### src/rtl/corr_score_engine.sv
// Template-correlation engine: raster-scans a TPL_W x TPL_H window, accumulates SAD or similarity
// over latency-compensated pixel pairs, and tracks the best-scoring window origin.
module corr_score_engine #(
  parameter int unsigned PIX_W   = 10,
  parameter int unsigned COORD_W = 13,
  parameter int unsigned TPL_W   = 64,
  parameter int unsigned TPL_H   = 48,
  parameter int unsigned RD_LAT  = 2,
  parameter int unsigned SCORE_W = 32
) (
  input  logic               iCLK,
  input  logic               iRST,
  input  logic               iStart,
  input  logic               iMode,
  input  logic [COORD_W-1:0] iXstart,
  input  logic [COORD_W-1:0] iYstart,
  input  logic               iClearBest,
  input  logic [PIX_W-1:0]   reading_sram,
  input  logic [PIX_W-1:0]   reading_search,
  output logic [COORD_W-1:0] oX_sram,
  output logic [COORD_W-1:0] oY_sram,
  output logic [COORD_W-1:0] oX_search,
  output logic [COORD_W-1:0] oY_search,
  output logic               oAddrValid,
  output logic               oBusy,
  output logic               oValid,
  output logic [SCORE_W-1:0] oScore,
  output logic [SCORE_W-1:0] oBestScore,
  output logic [COORD_W-1:0] oBestX,
  output logic [COORD_W-1:0] oBestY,
  output logic               oBestValid
);

  typedef enum logic [1:0] {StIdle, StAddr, StDrain, StDone} stateT;

  localparam logic [PIX_W-1:0]   MaxPix   = '1;
  localparam logic [COORD_W-1:0] LastX    = COORD_W'(TPL_W - 1);
  localparam logic [COORD_W-1:0] LastY    = COORD_W'(TPL_H - 1);
  // Only the oldest tap set: the final sample is being consumed this cycle.
  localparam logic [RD_LAT-1:0]  LastOnly = RD_LAT'(1) << (RD_LAT - 1);

  stateT              state;
  logic [COORD_W-1:0] xOrg, yOrg;
  logic               modeSad;
  logic [RD_LAT-1:0]  vldPipe;
  logic [SCORE_W-1:0] acc;

  logic [PIX_W-1:0]   absDiff;
  logic [PIX_W-1:0]   term;
  logic [SCORE_W-1:0] accNext;
  logic               isBetter;
  logic [COORD_W-1:0] xNext, yNext;

  always_comb begin
    absDiff  = (reading_sram > reading_search) ? reading_sram - reading_search
                                               : reading_search - reading_sram;
    term     = modeSad ? absDiff : MaxPix - absDiff;
    accNext  = acc + SCORE_W'(term);
    isBetter = !oBestValid || (modeSad ? (oScore < oBestScore) : (oScore > oBestScore));
    xNext    = oX_search + COORD_W'(1);
    yNext    = oY_search + COORD_W'(1);
  end

  always_ff @(posedge iCLK) begin
    if (iRST) begin
      state      <= StIdle;
      xOrg       <= '0;
      yOrg       <= '0;
      modeSad    <= 1'b0;
      vldPipe    <= '0;
      acc        <= '0;
      oX_sram    <= '0;
      oY_sram    <= '0;
      oX_search  <= '0;
      oY_search  <= '0;
      oAddrValid <= 1'b0;
      oBusy      <= 1'b0;
      oValid     <= 1'b0;
      oScore     <= '0;
      oBestScore <= '0;
      oBestX     <= '0;
      oBestY     <= '0;
      oBestValid <= 1'b0;
    end else begin
      vldPipe <= (vldPipe << 1) | RD_LAT'(oAddrValid);
      if (vldPipe[RD_LAT-1]) acc <= accNext;
      oValid <= 1'b0;
      if (iClearBest) oBestValid <= 1'b0;

      case (state)
        StIdle: begin
          if (iStart) begin
            state      <= StAddr;
            xOrg       <= iXstart;
            yOrg       <= iYstart;
            modeSad    <= iMode;
            acc        <= '0;
            oX_search  <= '0;
            oY_search  <= '0;
            oX_sram    <= iXstart;
            oY_sram    <= iYstart;
            oAddrValid <= 1'b1;
            oBusy      <= 1'b1;
          end
        end
        StAddr: begin
          if (oX_search != LastX) begin
            oX_search <= xNext;
            oX_sram   <= xOrg + xNext;
          end else if (oY_search != LastY) begin
            oX_search <= '0;
            oY_search <= yNext;
            oX_sram   <= xOrg;
            oY_sram   <= yOrg + yNext;
          end else begin
            oAddrValid <= 1'b0;
            state      <= StDrain;
          end
        end
        StDrain: begin
          if (vldPipe == LastOnly) begin
            state  <= StDone;
            oValid <= 1'b1;
            oScore <= accNext;
            oBusy  <= 1'b0;
          end
        end
        StDone: begin
          state <= StIdle;
          if (iClearBest || isBetter) begin
            oBestScore <= oScore;
            oBestX     <= xOrg;
            oBestY     <= yOrg;
            oBestValid <= 1'b1;
          end
        end
        default: state <= StIdle;
      endcase
    end
  end

endmodule

### config.mk
export PLATFORM = sky130hd
export DESIGN_NAME = corr_score_engine
export DESIGN_NICKNAME = d
export VERILOG_FILES = /design/src/rtl/corr_score_engine.sv
export SDC_FILE = /design/constraint.sdc
export NUM_CORES = 1
export LEC_CHECK = 0
export BUFFER_PORTS_ARGS = -buffer_cell sky130_fd_sc_hd__buf_2
export CAP_MARGIN = 20
export CORE_AREA = 10 10 169 171
export DETAILED_ROUTE_END_ITERATION = 12
export DIE_AREA = 0 0 179 181
export PLACE_DENSITY = 0.74
export SLEW_MARGIN = 5
export SYNTH_ARGS = -nofsm -noshare
export SYNTH_HDL_FRONTEND = slang
export SYNTH_SLANG_ARGS = --single-unit
### constraint.sdc
create_clock -name iCLK -period 4.8 [get_ports iCLK]
set_input_delay 0.96 -clock iCLK [delete_from_list [all_inputs] [get_ports iCLK]]
set_output_delay 0.96 -clock iCLK [all_outputs]
set_load 0.05 [all_outputs]
==> flow_metrics.env, run 1 <==
export IMPL_gr_usage_met1_pct=27.83
export IMPL_critPathArrivalTime_ps=4860
export IMPL_synth_seq_area_share_pct=33.78
export IMPL_p_per_area_nw_per_um2=415.1
export IMPL_met2_usage_pct=33.20
export IMPL_cts_buffers=23
export IMPL_syn_inst=1528
export IMPL_slew_headroom_pct=37.76
export IMPL_grt_overflow=0
export IMPL_finalMaxSlewViolations=0
export IMPL_dp_hpwl_um=25260
export IMPL_p_leak_uw=0.006283
export IMPL_antennaDiodeCount=0
export IMPL_cp_required_ps=5200
export IMPL_critPathMaxFanout=12
export IMPL_wl_um=34390
export IMPL_async_flop_share_pct=0
export IMPL_final_area_sq_um=14490
export IMPL_place_gp_congestion=0.9029
export IMPL_clock_skew_ps=24.33
export IMPL_grt_met3_usage_pct=3.232
export IMPL_clk_pin_slew_worst_paths_ps=60
export IMPL_worst_pin_slew_ps=933.7
export IMPL_cts_tree="yes"
export IMPL_drt_iter0_drc=654
export IMPL_synth_edf_count=0
export IMPL_ant_nets=0
export IMPL_placed_cell_area_sq_um=13810
export IMPL_rsz0062_at_grt="no"
export IMPL_die_y_um=181
export IMPL_grt_busiest_layer="met2"
export IMPL_multi_input_area_sq_um=7584
export IMPL_port_buffers=196
export IMPL_synth_top_area_cell="dfxtp_1"
export IMPL_grt_pass1_wl_um=56430
export IMPL_max_cap_violations=0
export IMPL_cp_cell_sequence="buf_2 > inv_1 > ha_1 > inv_1 > fa_1 > a21o_1 > a21oi_1 > o21ai_0 > a21oi_1 > o21ai_2 > buf_4 > mux2i_1 > xnor2_1 > ha_1 > inv_1 > nor2_1 > a21oi_1 > buf_4 > nor4_2 > buf_4 > o211ai_1 > xor2_1 > a211oi_1"
export IMPL_ir_drop_mv=0.3306
export IMPL_seq_area_sq_um=4184
export IMPL_syn_area_sq_um=12390
export IMPL_root_buffer="clkbuf_16"
export IMPL_cts_path_max_buffers=3
export IMPL_status="completed"
export IMPL_critPathLaunchType="input port"
export IMPL_io_pins=197
export IMPL_instances_no_fill=2060
export IMPL_drt_pass1_iterations=5
export IMPL_antenna_found_initial=0
export IMPL_finalHoldViolCount=0
export IMPL_grt_use_total_pct=20.55
export IMPL_grt_max_degree=78
export IMPL_slowest_stage="fa_1"
export IMPL_yosysWarnings=0
export IMPL_dp_cells=2024
export IMPL_viasPerCell=5.517
export IMPL_reg2reg_slack_ps=1410
export IMPL_setup_violations_final=0
export IMPL_vias=11364
export IMPL_clock_latency_ps=510
export IMPL_synth_top_cell_area_share_pct=33.78
export IMPL_drive_above_1_share_pct=18.03
export IMPL_syn2layout_area_growth_pct=16.95
export IMPL_die_x_um=179
export IMPL_fillers=2291
export IMPL_period_needed_ps=4457
export IMPL_hold_class="flip-flop to flip-flop"
export IMPL_core_area_sq_um=25040
export IMPL_wire_per_inst_um=16.69
export IMPL_rows=58
export IMPL_max_stage_delay_ps=380
export IMPL_syn_nets=1675
export IMPL_syn_avg_cell_area_sq_um=8.106
export IMPL_drc_errors=0
export IMPL_clock_sink_count=209
export IMPL_dieArea_sq_um=32400
export IMPL_fmax_mhz=224.3
export IMPL_endpoint_kind="flip-flop"
export IMPL_critPathKind="input port to flip-flop"
export IMPL_final_nets=1868
export IMPL_synthTopCellsByArea="dfxtp_1 (34%), ha_1 (9.2%), nand2_1 (7.9%)"
export IMPL_layout_worst_path_cycle_share_pct=92.86
export IMPL_synth_distinct_cells=70
export IMPL_cts_max_level=1
export IMPL_grt_pass1_vias=11105
export IMPL_synth_seq_cells=209
export IMPL_start_util_pct=49.47
export IMPL_synth_main_ff_cell="dfxtp_1"
-- area by class of cell --
class / instances / area share [%]
multi-input cells: 1167 / 52.35
flip-flops and latches: 209 / 28.88
repair buffers: 249 / 9.623
clock buffers: 30 / 4.293
well taps: 330 / 2.850
inverters: 71 / 1.857
clock inverters: 4 / 0.1382
-- Yosys cell counts (3+ instances only) --
cell	instances
nand2_1	262
dfxtp_1	209
a21oi_1	136
nor2_1	124
ha_1	91
mux2i_1	83
o21ai_0	79
inv_1	71
xor2_1	62
clkbuf_1	58
xnor2_1	44
nand3_1	36
and3_1	28
a211oi_1	25
o211ai_1	23
nor3_1	16
nand4_1	14
a21o_1	11
a22oi_1	10
nor2b_1	10
and2_1	8
buf_4	7
a31oi_1	6
buf_2	6
o21ai_1	6
o21bai_1	6
a211oi_2	5
buf_1	5
fa_1	5
nor3b_2	5
nor4_1	5
or3_1	5
and4_1	4
buf_6	4
nor4_2	4
o2111ai_1	4
o21a_1	4
a21boi_0	3
o31ai_1	3
o41ai_1	3
-- stage by stage --
stage / total power [uW] / setup TNS, ps / worst slack (ps) / utilization [%] / hold slack, ps
6_report: 6013 / 0 / 342.6 / 57.86 / 454.7
2_1_floorplan: 3812 / 0 / 95.59 / - / 453.3
3_5_place_dp: 4456 / -12190 / -435.0 / 55.15 / 446.6
4_1_cts: 6048 / 0 / 72.51 / 57.72 / 456.3
3_3_place_gp: 4415 / -5064 / -259.8 / 55.15 / 437.4
5_1_grt: 6349 / 0 / 19.27 / 57.86 / 466.6
-- flip-flops by register name (all words and copies together), names as in the netlist --
signal      cells
oBestValid      1
oValid          1
xOrg           13
oAddrValid      1
state           2
oY_sram        13
oBestX         13
oBestScore     32
acc            32
oX_sram        13
oBusy           1
yOrg           13
modeSad         1
oY_search      13
oBestY         13
oScore         32
oX_search      13
vldPipe         2
-- report_power, final --
| group | leakage (uW) | switching, uW | internal (uW) |
|---|---|---|---|
| combinational | 0.00427 | 1610 | 745 |
| sequential | 0.00169 | 153 | 1930 |
| clock | 0.000319 | 685 | 897 |
-- logic make-up (layout without fill, tap and decap cells) --
kind of cell	count (synthesis)	after routing	synth area share, %
buf+inv	152	354	5.213
flops	209	209	33.78
xor+xnor	106	106	7.496
mux	83	83	6.708
fa+ha+maj	96	96	10.00
compound gates	345	345	17.17
simple gates	537	537	19.63
-- layout by cell type, fill, tap and decap left out, types with 24 or more instances in the layout --
| cell type | n |
|---|---|
| buf_4 | 53 |
| nor2_1 | 124 |
| a21oi_1 | 135 |
| mux2i_1 | 83 |
| xor2_1 | 62 |
| xnor2_1 | 44 |
| a211oi_1 | 24 |
| nand2_1 | 262 |
| and3_1 | 28 |
| o21ai_0 | 77 |
| nand3_1 | 36 |
| buf_2 | 195 |
| ha_1 | 90 |
| dfxtp_1 | 209 |
| inv_1 | 70 |
-- timing repair --
item                       in CTS  in global routing
setup endpoints to repair       0                 40
resized for setup               0                  6
setup buffers                   0                  2
hold buffers                    0                  0
-- worst paths after layout --
check,depth (start not counted),start,end
worst max-delay path,23,reading_sram[0],oScore[25]
worst min-delay path,2,oBestY[7],oBestY[7]
worst max register to register,9,oBestScore[30],oBestScore[21]
worst min register to register,2,oBestY[7],oBestY[7]
-- layer usage --
metal  share of wire, %  wire [um]
met1                 47      16090
met2                 45      15600
met3                5.9       2030
met4                2.0        673
met5                  0          0
-- worst max-delay path: cells and delay by family --
family | cells | cell delay, ps
adder cells (fa/ha/maj) | 3 | 860
AO/OA/AOI/OAI | 8 | 1310
multiplexers | 1 | 190
buffers and inverters | 7 | 850
AND/OR/NAND/NOR | 2 | 410
XOR/XNOR | 2 | 290
(Power assumes the default switching activity.)
==> inputs of run 2 (changes only) <==
--- a/config.mk
+++ b/config.mk
@@ -10,7 +10,8 @@
 export CORE_AREA = 10 10 169 171
 export DETAILED_ROUTE_END_ITERATION = 12
 export DIE_AREA = 0 0 179 181
-export PLACE_DENSITY = 0.74
+export HOLD_SLACK_MARGIN = 0.02
+export PLACE_DENSITY = 0.71
 export SLEW_MARGIN = 5
 export SYNTH_ARGS = -nofsm -noshare
 export SYNTH_HDL_FRONTEND = slang
==> constraint.sdc (replaced) <==
create_clock -name iCLK -period 5.4 [get_ports iCLK]
set_input_delay 0.54 -clock iCLK [delete_from_list [all_inputs] [get_ports iCLK]]
set_output_delay 0.54 -clock iCLK [all_outputs]
set_load 0.05 [all_outputs]
==> run 2 against run 1 <==
Net effect:
- first-iteration DRC count grew 15%
- hold slack lost 190 ps
- cell count shrank 1.4%
- largest cell class unchanged
- highest routed layer unchanged
==> flow_metrics.env, run 2 (synthesis results as in run 1) <==
export IMPL_status="completed"
export IMPL_finalMaxSlewViolations=0
export IMPL_cts_max_level=1
export IMPL_met2_usage_pct=32.61
export IMPL_reg2reg_depth=10
export IMPL_grt_max_degree=81
export IMPL_critPathMostFrequentCell="o21ai_0"
export IMPL_critPathMaxFanout=10
export IMPL_layout_worst_path_cycle_share_pct=84.04
export IMPL_placed_cell_area_sq_um=13530
export IMPL_final_area_sq_um=14320
export IMPL_clock_skew_ps=16.04
export IMPL_dieArea_sq_um=32400
export IMPL_power_uw=5513
export IMPL_cts_tree="yes"
export IMPL_cts_buffers=24
export IMPL_viasPerCell=5.520
export IMPL_tns_ps=0
export IMPL_drc_errors=0
export IMPL_cts_hold_buf=0
export IMPL_grt_pass1_vias=10930
export IMPL_max_cap_violations=0
export IMPL_worst_pin_slew_ps=986.6
export IMPL_clock_latency_ps=520
export IMPL_clk_pin_slew_worst_paths_ps=60
export IMPL_grt_met3_usage_pct=3.857
export IMPL_dp_hpwl_um=24920
export IMPL_die_y_um=181
export IMPL_fmax_mhz=220.4
export IMPL_critPathKind="input port to flip-flop"
export IMPL_max_stage_delay_ps=710
export IMPL_antenna_found_initial=0
export IMPL_rows=58
export IMPL_ir_drop_mv=0.2831
export IMPL_core_area_sq_um=25040
export IMPL_post_cts_resize_count=0
export IMPL_cp_cell_sequence="buf_2 > inv_1 > ha_1 > inv_1 > fa_1 > a21o_1 > a21oi_1 > o21ai_0 > a21oi_1 > o21ai_0 > mux2i_1 > xnor2_1 > ha_1 > o21ai_0 > o21ai_0 > a21oi_1 > o31ai_2 > nand3_1 > xor2_1 > a211oi_1"
export IMPL_final_common_cell="nand2_1"
export IMPL_layout_common_cells="nand2_1 (262), dfxtp_1 (209), buf_2 (195)"
export IMPL_grt_use_total_pct=20.18
export IMPL_endpoint_kind="flip-flop"
export IMPL_cts_path_max_buffers=3
export IMPL_grt_pass1_wl_um=55460
export IMPL_start_util_pct=49.47
export IMPL_syn2layout_area_growth_pct=15.63
export IMPL_gr_usage_met1_pct=26.87
export IMPL_rsz0062_at_grt="no"
export IMPL_drt_pass1_iterations=8
export IMPL_die_x_um=179
export IMPL_drt_iter0_drc=751
export IMPL_grt_overflow=0
export IMPL_period_needed_ps=4538
export IMPL_port_buffers=196
export IMPL_p_leak_uw=0.006153
export IMPL_critPathLaunchType="input port"
export IMPL_slowest_stage="o31ai_2"
export IMPL_vias=11211
export IMPL_slew_headroom_pct=34.23
export IMPL_setup_violations_final=0
export IMPL_hold_depth=3
export IMPL_path_buf_inv=3
export IMPL_grt_busiest_layer="met2"
export IMPL_clock_sink_count=209
export IMPL_post_cts_buffers=0
export IMPL_hold_class="input port to flip-flop"
export IMPL_place_gp_congestion=0.8917
export IMPL_cp_num_cells=20
export IMPL_ant_nets=0
export IMPL_wl_um=34180
export IMPL_antennaDiodeCount=0
export IMPL_io_pins=197
export IMPL_critPathTopFamily="compound AO/OA/AOI/OAI gates"
export IMPL_top_regs="acc: 32 flops, oBestScore: 32 flops, oScore: 32 flops"
export IMPL_finalHoldViolCount=0
export IMPL_final_nets=1831
export IMPL_p_per_area_nw_per_um2=385.0
export IMPL_wire_per_inst_um=16.83
export IMPL_critPathArrivalTime_ps=4970
export IMPL_drive_above_1_share_pct=16.64
export IMPL_cp_required_ps=5840
export IMPL_root_buffer="clkbuf_16"
-- run 2: cell types whose count changed in the layout (fill, tap and decap cells not counted), moves of 2 or more --
cell | before | now
clkbuf_16 | 23 | 25
clkbuf_1 | 5 | 2
buf_4 | 53 | 14
o21ai_0 | 77 | 79
bufinv_16 | 0 | 2
clkinv_2 | 4 | 7
clkinvlp_4 | 0 | 5
-- run 2: cell type report --
class,instances,area (sq um)
tap,330,412.9
timing repair buffer,211,1104
sequential,209,4184
multi-input combinational,1167,7564
fill,2364,10720
clock inverter,15,141.4
clock buffer,28,646.9
inverter,71,269.0
-- run 2: worst register-to-register path, stage by stage (launching register included) --
cell and delay [ps]:
dfxtp_1 830, xor2_1 170, xnor2_1 170, ha_1 360
o21ai_0 160, o21ai_0 320, a21oi_1 200, o31ai_2 710
nand3_1 190, xor2_1 180, a211oi_1 220
-- run 2: per-layer routing --
layer	part of all wire, %	vias up
met5	0	-
met4	1.8	0
met3	6.6	45
met2	45	296
met1	46	5273
li1	-	5597
-- run 2: report_power, final --
part | switching, uW | internal (uW) | total (uW)
combinational | 1420 | 610 | 2030
sequential | 137 | 1710 | 1850
clock | 682 | 955 | 1640
total | 2240 | 3280 | 5510
-- run 2: path summary, 6_finish.rpt --
kind                   startpoint    endpoint  slack [ps]
setup / recovery  reading_sram[0]  oScore[15]         860
hold / removal         iXstart[4]     xOrg[4]         270
hold reg to reg        oX_sram[9]  oX_sram[9]         450
setup reg to reg          modeSad  oScore[15]        1810
-- run 2: through the flow --
stage | hold WS (ps) | utilization (%) | std cells | setup slack (ps)
floorplan | 453.3 | - | 1528 | 1116
global placement | 437.5 | 53.96 | 1986 | 221.2
detailed placement | 441.5 | 54.02 | 1987 | 58.46
CTS | 249.7 | 57.17 | 2030 | 546.8
global route | 265.7 | 57.20 | 2031 | 386.7
finish | 268.2 | 57.20 | 2031 | 861.9
